## config.mk

```make
export PLATFORM = sky130hd
export DESIGN_NAME = req_encoder
export DESIGN_NICKNAME = d
export VERILOG_FILES = /design/src/rtl/req_encoder_pkg.sv /design/src/rtl/req_encoder_rr_picker.sv /design/src/rtl/req_encoder.sv
export SDC_FILE = /design/constraint.sdc
export NUM_CORES = 1
export LEC_CHECK = 0
export CELL_PAD_IN_SITES_DETAIL_PLACEMENT = 0
export CELL_PAD_IN_SITES_GLOBAL_PLACEMENT = 1
export CORE_MARGIN = 2
export CORE_UTILIZATION = 43
export CTS_CLUSTER_SIZE = 12
export DETAILED_ROUTE_END_ITERATION = 8
export PLACE_DENSITY = 0.89
export SLEW_MARGIN = 20
export SYNTH_ARGS = -nofsm -noshare
export SYNTH_HDL_FRONTEND = slang
export SYNTH_HIERARCHICAL = 1
export SYNTH_SLANG_ARGS = --single-unit
```

## constraint.sdc

```tcl
create_clock -name Clk -period 4.8 [get_ports Clk]
set_clock_uncertainty 0.2 [all_clocks]
set_input_delay 0.96 -clock Clk [delete_from_list [all_inputs] [get_ports Clk]]
set_output_delay 0.96 -clock Clk [all_outputs]
set_load 0.005 [all_outputs]
```

## src/rtl/req_encoder_pkg.sv

```systemverilog
// req_encoder_pkg: shared sizes and round-robin pointer helper for req_encoder
package req_encoder_pkg;
  localparam int N_REQ_DEFAULT = 8;
  localparam int CODE_W_DEFAULT = 3;
  function automatic int rr_next(input int idx, input int n = N_REQ_DEFAULT);
    return (idx + 1) % n;
  endfunction
endpackage

```

## src/rtl/req_encoder_rr_picker.sv

```systemverilog
// req_encoder_rr_picker: first set bit of eligible searching upward from ptr with wrap
module req_encoder_rr_picker
  import req_encoder_pkg::*;
#(
  parameter int N_REQ = N_REQ_DEFAULT,
  localparam int CODE_W = $clog2(N_REQ)
) (
  input  logic [N_REQ-1:0]  eligible,
  input  logic [CODE_W-1:0] ptr,
  output logic [CODE_W-1:0] pick,
  output logic              any
);
  logic [CODE_W-1:0] idx;
  always_comb begin
    pick = '0;
    idx = '0;
    for (int k = N_REQ - 1; k >= 0; k--) begin
      idx = ptr + CODE_W'(k);
      if (eligible[idx]) pick = idx;
    end
    any = |eligible;
  end
endmodule

```

## src/rtl/req_encoder.sv

```systemverilog
// req_encoder: round-robin request encoder with valid/ready output; REQ_ENCODER_OVERFLOW_EN enables sticky overflow
module req_encoder
  import req_encoder_pkg::*;
#(
  parameter int N_REQ = N_REQ_DEFAULT,
  localparam int CODE_W = $clog2(N_REQ)
) (
  input  logic              Clk,
  input  logic              Rst,
  input  logic [N_REQ-1:0]  Req_in,
  input  logic              Ready_in,
  output logic              Valid_out,
  output logic [CODE_W-1:0] Code_out,
  output logic              Overflow_out
);
  logic [N_REQ-1:0] pending_q, pending_d, eligible;
  logic [CODE_W-1:0] ptr_q, ptr_d, code_q, code_d, pick;
  logic valid_q, valid_d, any, load;
  req_encoder_rr_picker #(.N_REQ(N_REQ)) u_picker (
    .eligible(eligible),
    .ptr(ptr_q),
    .pick(pick),
    .any(any)
  );
  always_comb begin
    eligible = pending_q | Req_in;
    load = !valid_q || Ready_in;
    pending_d = eligible;
    ptr_d = ptr_q;
    code_d = code_q;
    valid_d = valid_q;
    if (load) begin
      valid_d = any;
      if (any) begin
        code_d = pick;
        pending_d = eligible & ~(N_REQ'(1) << pick);
        ptr_d = CODE_W'(rr_next(int'(pick), N_REQ));
      end
    end
  end
  always_ff @(posedge Clk) begin
    if (Rst) begin
      pending_q <= '0;
      ptr_q <= '0;
      code_q <= '0;
      valid_q <= 1'b0;
    end else begin
      pending_q <= pending_d;
      ptr_q <= ptr_d;
      code_q <= code_d;
      valid_q <= valid_d;
    end
  end
  assign Valid_out = valid_q;
  assign Code_out = code_q;
`ifdef REQ_ENCODER_OVERFLOW_EN
  logic ovf_q, ovf_d;
  always_comb ovf_d = ovf_q || |(Req_in & pending_q);
  always_ff @(posedge Clk) begin
    if (Rst) ovf_q <= 1'b0;
    else ovf_q <= ovf_d;
  end
  assign Overflow_out = ovf_q;
`else
  assign Overflow_out = 1'b0;
`endif
endmodule

```

==> flow_metrics.py, run 1 <==
metrics = {
    "sta": {
        "rsz0062_at_grt": "no",
        "tns_ns": 0,
        "setup_viol": 0,
        "max_freq_mhz": 248,
        "tightestPinTransition_ns": 0.602,
        "hold_viol_final": 0,
        "drv_slew": 0,
        "fin_crit_sh_pct": 84.0,
        "min_period_ns": 4.03,
        "slew-limit-headroom_pct": 59.7,
    },
    "placed_design": {
        "hpwl_um": 2570,
        "dpl_cell_area_um2": 1660,
        "portBuffers": 14,
        "dp.cells": 217,
        "gp_congestion": 0.871,
    },
    "power": {
        "power_uw": 1240,
        "switching_share_pct": 47.6,
        "p_clk_share_pct": 5.8,
        "p_switching_uw": 592,
        "p_per_area_nw_per_um2": 738,
        "ir_drop_uv": 337,
        "leakagePower_uw": 0.000663,
        "power_frac_seq_pct": 17.2,
        "p_comb_share_pct": 77.0,
        "intPower_uw": 651,
    },
    "clocking": {
        "cts.clk_slew.worst_paths_ns": 0.08,
        "cts_resized": 0,
        "cts_made_buffers": 3,
        "post-cts-setup-buffers": 0,
        "cts_root_buf": "clkbuf_4",
        "cts_sinks": 15,
        "cts_tree": "done",
        "cts_hold_buf": 0,
        "cts.path.max_buffers": 2,
        "htree_levels": 1,
        "clkLatencyLatePin_ns": 0.29,
    },
    "worst_setup_path": {
        "startpoint_type": "input pin",
        "cp-end-kind": "flip-flop",
        "critPathMaxFanout": 7,
        "arrival_ns": 4.03,
        "crit_required_ns": 4.80,
        "critPathKind": "in -> reg",
        "regToRegSetupSlack_ns": 0.89,
    },
    "logic_synthesis": {
        "synth_xor_area_share_pct": 2.37,
        "ys_types": 43,
        "synthSimpleGateAreaFrac_pct": 12.6,
        "synth_top_family_by_area": "multiplexers",
        "yosysWarnings": 6,
        "synthAdderAreaFrac_pct": 6.77,
        "synth_compound_area_share_pct": 22.9,
        "synth_area_um2": 1480,
        "ys_seq_area_share_pct": 20.3,
        "synth_nets": 180,
        "synthMuxAreaShare_pct": 27.0,
        "ys_ff_latch": 15,
        "synth_area_per_cell_um2": 9.18,
        "synthCells": 161,
    },
    "cells_and_area": {
        "final_cell_mix": "17 x inv_1, 15 x dfxtp_1, 15 x a21oi_1, 14 x nor2_1, 14 x clkdlybuf4s50_1",
        "diodes": 0,
        "post-route-util_pct": 50.9,
        "fin_area_um2": 1690,
        "layout.cells.non_filler": 221,
        "layout.nets": 195,
        "areaGrowthSynthToFinish_pct": 14.1,
        "layout-drive-gt1-share_pct": 17.7,
        "layout_commonest_cell": "inv_1",
    },
    "outcome": {
        "status": "finished clean",
    },
    "global_routing": {
        "grt_pass1_wl_um": 5780,
        "grt_usage_pct": 17.9,
        "grt_max_degree": 18,
        "first_global_vias": 1305,
        "grt-ovfl-total": 0,
        "antenna_found_initial": 0,
    },
    "routing": {
        "wl_per_cell_um": 14.9,
        "drtAntennaViolNets": 0,
        "vias_per_cell": 5.89,
        "dr.pass1.iters": 4,
        "vias": 1301,
        "detail_route.iter0.violations": 72,
        "drcViolationCount": 0,
        "wirelength_um": 3290,
    },
    "die": {
        "fp.dieW_um": 62.6,
        "chipHeight_um": 62.6,
        "initial_core_util_pct": 44.6,
        "num_rows": 21,
        "io-pin-count": 16,
        "die_area_um2": 3920,
        "coreArea_um2": 3310,
    },
    "min_path": {
        "hp-class": "reg -> reg",
    },
    "job": {
        "drv_cap": 0,
    },
}
[per-layer routing]
layer	vias to the layer above	routed length, um	GRT usage, %
li1	633	-	-
met1	623	1450	22.9
met2	38	1650	31.3
met3	7	117	1.08
met4	0	72	7.50
met5	-	0	0
[worst max-delay path: stages]
cell,delay [ns]
clkdlybuf4s50_1,0.40
nor2_1,0.16
inv_1,0.13
mux4_1,0.62
mux2_4,0.34
o311a_1,0.35
o311a_1,0.36
ha_1,0.25
ha_1,0.28
a211oi_1,0.19
[final timing paths]
path,cells after the start,startpoint,to
worst max register to register,9,ptr_q[0]$_SDFFE_PP0P_,ptr_q[2]$_SDFFE_PP0P_
worst max-delay path,10,Req_in[6],ptr_q[2]$_SDFFE_PP0P_
worst min register to register,2,Code_out[1]$_SDFFE_PP0P_,Code_out[1]$_SDFFE_PP0P_
worst min-delay path,2,Code_out[1]$_SDFFE_PP0P_,Code_out[1]$_SDFFE_PP0P_
[cell families after synthesis]
| family | after synthesis |
|---|---|
| other cells | 1 |
| flops | 15 |
| simple gates | 37 |
| buf+inv | 26 |
| fa+ha+maj | 8 |
| mux | 22 |
| compound gates | 48 |
| xor+xnor | 4 |
[cell type report]
| class | instances | area [um^2] |
|---|---|---|
| fillers | 331 | 1630 |
| multi-input cells | 120 | 1060 |
| flip-flops and latches | 15 | 300 |
| repair buffers | 18 | 170 |
| inverters | 18 | 67.6 |
| well taps | 46 | 57.6 |
| clock buffers | 3 | 22.5 |
| clock inverters | 1 | 5.00 |
[sequential cells by signal, summed over array words and instances (netlist names)]
register   cells
ptr_q          3
Valid_out      1
pending_q      8
Code_out       3
[cells in the mapped netlist]
library cell   n  share of area (%)
nand3b_1       1               0.51
o21ai_1        1               0.34
nor2_2         1               0.42
xnor2_1        1               0.59
a211oi_2       3                2.5
and2_1         2               0.85
nor2_1        14                3.6
clkbuf_1       1               0.25
nor3_4         1                1.1
buf_2          5                1.7
o311a_1        2                1.4
mux2_2         2                1.5
o31ai_1        1               0.51
a211oi_1       4                2.0
xor2_1         3                1.8
nand2b_1       1               0.42
o2bb2ai_1      1               0.59
a31oi_1        1               0.42
nand2_1        8                2.0
inv_2          1               0.25
mux4_2         9                 14
mux2i_1        5                3.4
buf_6          1               0.76
o21bai_1       1               0.51
o21ai_0        8                2.7
mux4_1         3                5.3
nand2b_2       1               0.59
nand3_1        5                1.7
o2111a_1       1               0.76
mux2_4         3                3.0
o211ai_1       1               0.51
conb_1         1               0.25
a311oi_1       3                1.8
nor4_1         2               0.85
o32ai_2        1                1.1
and2b_2        1               0.59
a221oi_1       1               0.59
ha_1           8                6.8
buf_4          1               0.51
inv_1         17                4.3
a21oi_1       15                5.1
a22oi_1        4                2.0
dfxtp_1       15                 20
[power groups by stage]
stage / Combinational (uW) / Clock [uW] / Sequential [uW]
3_5_place_dp: 955 / 0 / 217
6_report: 958 / 72.2 / 214
4_1_cts: 959 / 73.6 / 215
3_3_place_gp: 935 / 0 / 214
5_1_grt: 1060 / 78.1 / 223
2_1_floorplan: 757 / 0 / 188
[through the flow]
| stage | hold slack, ns | setup WS, ns |
|---|---|---|
| after floorplan | 0.267 | 1.11 |
| after global placement | 0.263 | 0.582 |
| after detailed placement | 0.270 | 0.470 |
| after CTS | 0.287 | 0.765 |
| after global routing | 0.341 | 0.597 |
| final | 0.287 | 0.766 |
No activity file was read; power rests on OpenSTA's default activity.
==> run 2, diff against run 1 <==
Clock period 4.8 ns to 4.2 ns, I/O delays scaled along.
==> run 2 against run 1 <==
  * Clock power increased by 13%
  * Global-route usage increased by 0.71 points
  * Count of clock-buffer cells in the layout up 1
  * Sequential cell count unchanged
  * Sequential share of layout area fell by 0.14 points
  * Final area up 0.82%
  * Power grew 17%
  * First-iteration DRC count shrank 25%
  * Register-to-register slack is essentially flat
  * Critical endpoint unchanged
  * Largest cell class unchanged
  * Largest power group unchanged
==> flow_metrics.py, run 2 (synthesized netlist as in run 1, its figures left out) <==
metrics = {
    "cells_and_area": {
        "largest_register": "pending_q",
        "diodes": 0,
        "layout-drive-gt1-share_pct": 18.1,
        "areaGrowthSynthToFinish_pct": 15.0,
        "layout.nets": 197,
        "final_cell_mix": "17 x inv_1, 15 x dfxtp_1, 15 x a21oi_1, 14 x nor2_1, 14 x clkdlybuf4s50_1",
        "fin_area_um2": 1700,
        "largest_reg_flops": 8,
        "fillCellCount": 332,
        "layout_commonest_cell": "inv_1",
    },
    "global_routing": {
        "grt_usage_pct": 18.6,
        "first_global_vias": 1305,
        "grt_max_degree": 18,
        "antenna_found_initial": 0,
        "grt-ovfl-total": 0,
        "grt_pass1_wl_um": 6000,
    },
    "placed_design": {
        "hpwl_um": 2680,
        "gp_congestion": 0.877,
        "portBuffers": 14,
        "dpl_cell_area_um2": 1670,
        "dp_slack_ns": 0.0689,
    },
    "clocking": {
        "cts_tree": "done",
        "htree_levels": 1,
        "cts_made_buffers": 3,
        "cts.clk_slew.worst_paths_ns": 0.09,
        "cts_hold_buf": 0,
        "cts.path.max_buffers": 2,
        "post-cts-setup-buffers": 0,
        "cts_sinks": 15,
        "cts_root_buf": "clkbuf_4",
        "cts_resized": 0,
        "clkLatencyLatePin_ns": 0.28,
    },
    "sta": {
        "rsz0062_at_grt": "no",
        "fin_hold_ws_ns": 0.283,
        "slew-limit-headroom_pct": 58.7,
        "max_freq_mhz": 260,
        "hold_viol_final": 0,
        "drv_slew": 0,
        "fin_crit_sh_pct": 91.5,
        "tightestPinTransition_ns": 0.617,
        "tns_ns": 0,
        "setup_viol": 0,
        "min_period_ns": 3.84,
        "worst_slack_ns": 0.358,
    },
    "routing": {
        "detail_route.iter0.violations": 54,
        "vias": 1300,
        "wirelength_um": 3460,
        "dr.pass1.iters": 4,
        "wl_per_cell_um": 15.5,
        "drtAntennaViolNets": 0,
        "vias_per_cell": 5.83,
        "drcViolationCount": 0,
    },
    "power": {
        "ir_drop_uv": 427,
        "power_uw": 1450,
        "leakagePower_uw": 0.000670,
        "p_per_area_nw_per_um2": 856,
    },
    "worst_setup_path": {
        "slowest_delay_ns": 0.57,
        "cp_slowest_cell": "mux4_2",
        "startpoint_type": "input pin",
        "arrival_ns": 3.84,
        "r2r_start": "ptr_q[1]$_SDFFE_PP0P_",
        "crit_required_ns": 4.20,
        "critPathMaxFanout": 7,
        "critical_path.endpoint": "ptr_q[2]$_SDFFE_PP0P_",
        "worstReg2RegEnd": "ptr_q[2]$_SDFFE_PP0P_",
        "crit_chain": "clkdlybuf4s50_1, nor2_1, inv_1, mux4_2, mux2_4, o311a_1, o311a_1, ha_1, ha_1, a211oi_1",
        "r2r_cells": 9,
        "critPathKind": "in -> reg",
        "regToRegSetupSlack_ns": 0.88,
        "cp-end-kind": "flip-flop",
        "crit_start": "Req_in[2]",
    },
    "die": {
        "fp.dieW_um": 62.6,
        "die_area_um2": 3920,
        "num_rows": 21,
        "coreArea_um2": 3310,
        "chipHeight_um": 62.6,
        "initial_core_util_pct": 44.6,
        "io-pin-count": 16,
    },
    "job": {
        "drv_cap": 0,
    },
    "outcome": {
        "status": "finished clean",
    },
    "min_path": {
        "hp-class": "reg -> reg",
    },
}
==> run 2: cell count changes in the layout (fill, tap and decap cells not counted), sizes merged <==
cell	before	now
buf	4	6
clkinv	1	0
clkbuf	3	4
==> run 2: worst min-delay path by stage <==
| stage | startpoint | end | slack (ns) | cells after the start |
|---|---|---|---|---|
| global placement | Code_out[1]$_SDFFE_PP0P_ | Code_out[1]$_SDFFE_PP0P_ | 0.26 | 2 |
| detailed placement | Code_out[1]$_SDFFE_PP0P_ | Code_out[1]$_SDFFE_PP0P_ | 0.27 | 2 |
| finish | Code_out[2]$_SDFFE_PP0P_ | Code_out[2]$_SDFFE_PP0P_ | 0.28 | 2 |
| floorplan | ptr_q[1]$_SDFFE_PP0P_ | ptr_q[1]$_SDFFE_PP0P_ | 0.27 | 2 |
| CTS | Code_out[1]$_SDFFE_PP0P_ | Code_out[1]$_SDFFE_PP0P_ | 0.28 | 2 |
| global route | Code_out[1]$_SDFFE_PP0P_ | Code_out[1]$_SDFFE_PP0P_ | 0.33 | 2 |
==> run 2: worst max-delay path: cells and delay by family <==
| family | cells | cell delay (ns) |
|---|---|---|
| compound gates | 3 | 0.87 |
| fa+ha+maj | 2 | 0.51 |
| buf+inv | 2 | 0.55 |
| mux | 2 | 0.88 |
| simple gates | 1 | 0.18 |
==> run 2: cell type report <==
| class | count | area [um^2] | area share, % |
|---|---|---|---|
| multi-input combinational | 120 | 1060 | 62.5 |
| inverter | 18 | 67.6 | 3.98 |
| tap | 46 | 57.6 | 3.39 |
| clock buffer | 4 | 26.3 | 1.55 |
| timing repair buffer | 20 | 185 | 10.9 |
| sequential | 15 | 300 | 17.7 |
==> run 2: per-layer routing <==
layer | global-route usage [%] | share of wire [%] | wire length [um] | vias up
li1 | - | - | - | 630
met1 | 24.2 | 45 | 1550 | 637
met2 | 32.8 | 51 | 1770 | 31
met3 | 1.62 | 3.3 | 115 | 2
met4 | 5.56 | 0.72 | 25 | 0
met5 | 0 | 0 | 0 | -
==> run 2: stage by stage <==
stage | util, % | std cells
finish | 51.3 | 223
global route | 51.3 | 223
CTS | 51.3 | 223
detailed placement | 50.5 | 219
global placement | 50.5 | 219
floorplan | - | 161
==> run 2: power breakdown <==
group	switching, uW	internal [uW]	leakage [uW]	total, uW
sequential	29.6	192	0.000125	222
clock	45.0	36.8	0.0000150	81.8
combinational	618	533	0.000530	1150
total	693	762	0.000670	1450
==> run 3, diff against run 2 <==
Settings changed: GPL_TIMING_DRIVEN from default to 0, TNS_END_PERCENT from default to 20.
==> run 3 against run 2 <==
  * Global-route usage fell by 0.42 points
  * Setup slack got worse by 0.17 ns
  * Sequential power fell by 4%
  * Sequential share of layout area fell by 0.091 points
  * First-iteration DRC count rose by 110%
  * Register-to-register slack got worse by 0.64 ns
  * Critical path type unchanged
  * Final cell count rose by 0.45%
  * Maximum frequency fell by 4.2%
==> flow_metrics.py, run 3 (synthesized netlist as in run 1, its figures left out) <==
metrics = {
    "outcome": {
        "status": "finished clean",
    },
    "routing": {
        "dr.pass1.iters": 5,
        "vias_per_cell": 5.99,
        "wirelength_um": 3520,
        "detail_route.iter0.violations": 111,
        "drtAntennaViolNets": 0,
        "vias": 1342,
        "wl_per_cell_um": 15.7,
        "drcViolationCount": 0,
    },
    "power": {
        "p_per_area_nw_per_um2": 831,
        "power_uw": 1420,
        "ir_drop_uv": 347,
        "leakagePower_uw": 0.000673,
    },
    "worst_setup_path": {
        "crit_required_ns": 4.19,
        "cp-end-kind": "flip-flop",
        "critPathKind": "in -> reg",
        "arrival_ns": 4.00,
        "critPathMaxFanout": 7,
        "startpoint_type": "input pin",
    },
    "global_routing": {
        "grt_pass1_wl_um": 5860,
        "first_global_vias": 1299,
        "antenna_found_initial": 0,
        "grt_usage_pct": 18.2,
        "grt-ovfl-total": 0,
        "grt_max_degree": 11,
    },
    "cells_and_area": {
        "layout.cells.non_filler": 224,
        "layout.area.seq_um2": 300,
        "largest_reg_flops": 8,
        "layout.nets": 198,
        "layout-drive-gt1-share_pct": 19.7,
        "fillCellCount": 330,
        "post-route-util_pct": 51.6,
        "diodes": 0,
        "layout_commonest_cell": "inv_1",
        "areaGrowthSynthToFinish_pct": 15.6,
        "largest_register": "pending_q",
        "final_cell_mix": "17 x inv_1, 15 x dfxtp_1, 15 x a21oi_1, 14 x nor2_1, 14 x clkdlybuf4s50_1",
        "multiInputGateArea_um2": 1070,
    },
    "placed_design": {
        "dp_slack_ns": -0.209,
        "dp.cells": 221,
        "hpwl_um": 2710,
        "gp_congestion": 0.959,
        "portBuffers": 14,
    },
    "die": {
        "coreArea_um2": 3310,
        "die_area_um2": 3920,
        "initial_core_util_pct": 44.6,
        "fp.dieW_um": 62.6,
        "num_rows": 21,
        "chipHeight_um": 62.6,
        "io-pin-count": 16,
    },
    "sta": {
        "worst_slack_ns": 0.191,
        "setup_viol": 0,
        "tightestPinTransition_ns": 0.522,
        "hold_viol_final": 0,
        "max_freq_mhz": 249,
        "fin_crit_sh_pct": 95.5,
        "rsz0062_at_grt": "no",
        "slew-limit-headroom_pct": 64.2,
        "tns_ns": 0,
        "drv_slew": 0,
        "min_period_ns": 4.01,
    },
    "job": {
        "drv_cap": 0,
    },
    "clocking": {
        "cts_made_buffers": 3,
        "cts.path.max_buffers": 2,
        "post-cts-setup-buffers": 0,
        "clkLatencyLatePin_ns": 0.28,
        "cts_tree": "done",
        "cts_root_buf": "clkbuf_4",
        "cts_sinks": 15,
        "cts.clk_slew.worst_paths_ns": 0.08,
        "htree_levels": 1,
    },
    "min_path": {
        "hp-class": "reg -> reg",
    },
}
## run 3: path summary, 6_finish.rpt
| path | start | endpoint | slack, ns | cells past startpoint |
|---|---|---|---|---|
| worst min register to register | Code_out[0]$_SDFFE_PP0P_ | Code_out[0]$_SDFFE_PP0P_ | 0.28 | 2 |
| worst max register to register | ptr_q[1]$_SDFFE_PP0P_ | ptr_q[2]$_SDFFE_PP0P_ | 0.24 | 11 |
| worst min-delay path | Code_out[0]$_SDFFE_PP0P_ | Code_out[0]$_SDFFE_PP0P_ | 0.28 | 2 |
| worst max-delay path | Req_in[6] | ptr_q[2]$_SDFFE_PP0P_ | 0.19 | 10 |
## run 3: final cells by class
cell class              instances  area share, %
plain buffers                   7           2.71
clock buffers                   4           1.54
inverters                      18           3.96
multi-input cells             120           62.6
flip-flops and latches         15           17.6
well taps                      46           3.37
repair buffers                 14           8.21
## run 3: worst max-delay path: stages
cell and delay (ns):
clkdlybuf4s50_1 0.40, nor2_1 0.15, inv_1 0.13, mux4_1 0.65, mux2_4 0.35, o311a_1 0.37, o311a_1 0.38, ha_1 0.26
ha_1 0.28, a211oi_1 0.18
## run 3: metal layers
layer	up-vias	GRT usage (%)	wire length, um
li1	640	-	-
met1	655	21.3	1500
met2	39	33.6	1830
met3	8	2.16	110
met4	0	7.22	78
met5	-	0	0
## run 3: timing repair
action / 4_1_cts / 5_1_grt
gates resized for setup: 1 / 2
hold buffers: 0 / 0
endpoints found under the setup margin: 5 / 3
pin swaps: 0 / 0
## run 3: stage by stage
step | hold slack (ns) | cell area (um^2)
after CTS | 0.285 | 1700
after detailed placement | 0.270 | 1680
after floorplan | 0.267 | 1480
after global routing | 0.306 | 1710
final | 0.283 | 1710
after global placement | 0.263 | 1680
## run 3: report_power, final
part	switching, uW	internal, uW	total [uW]	leakage [uW]
registers	21.6	192	214	0.000125
clock network	42.0	36.8	78.8	0.0000150
logic	624	503	1130	0.000533
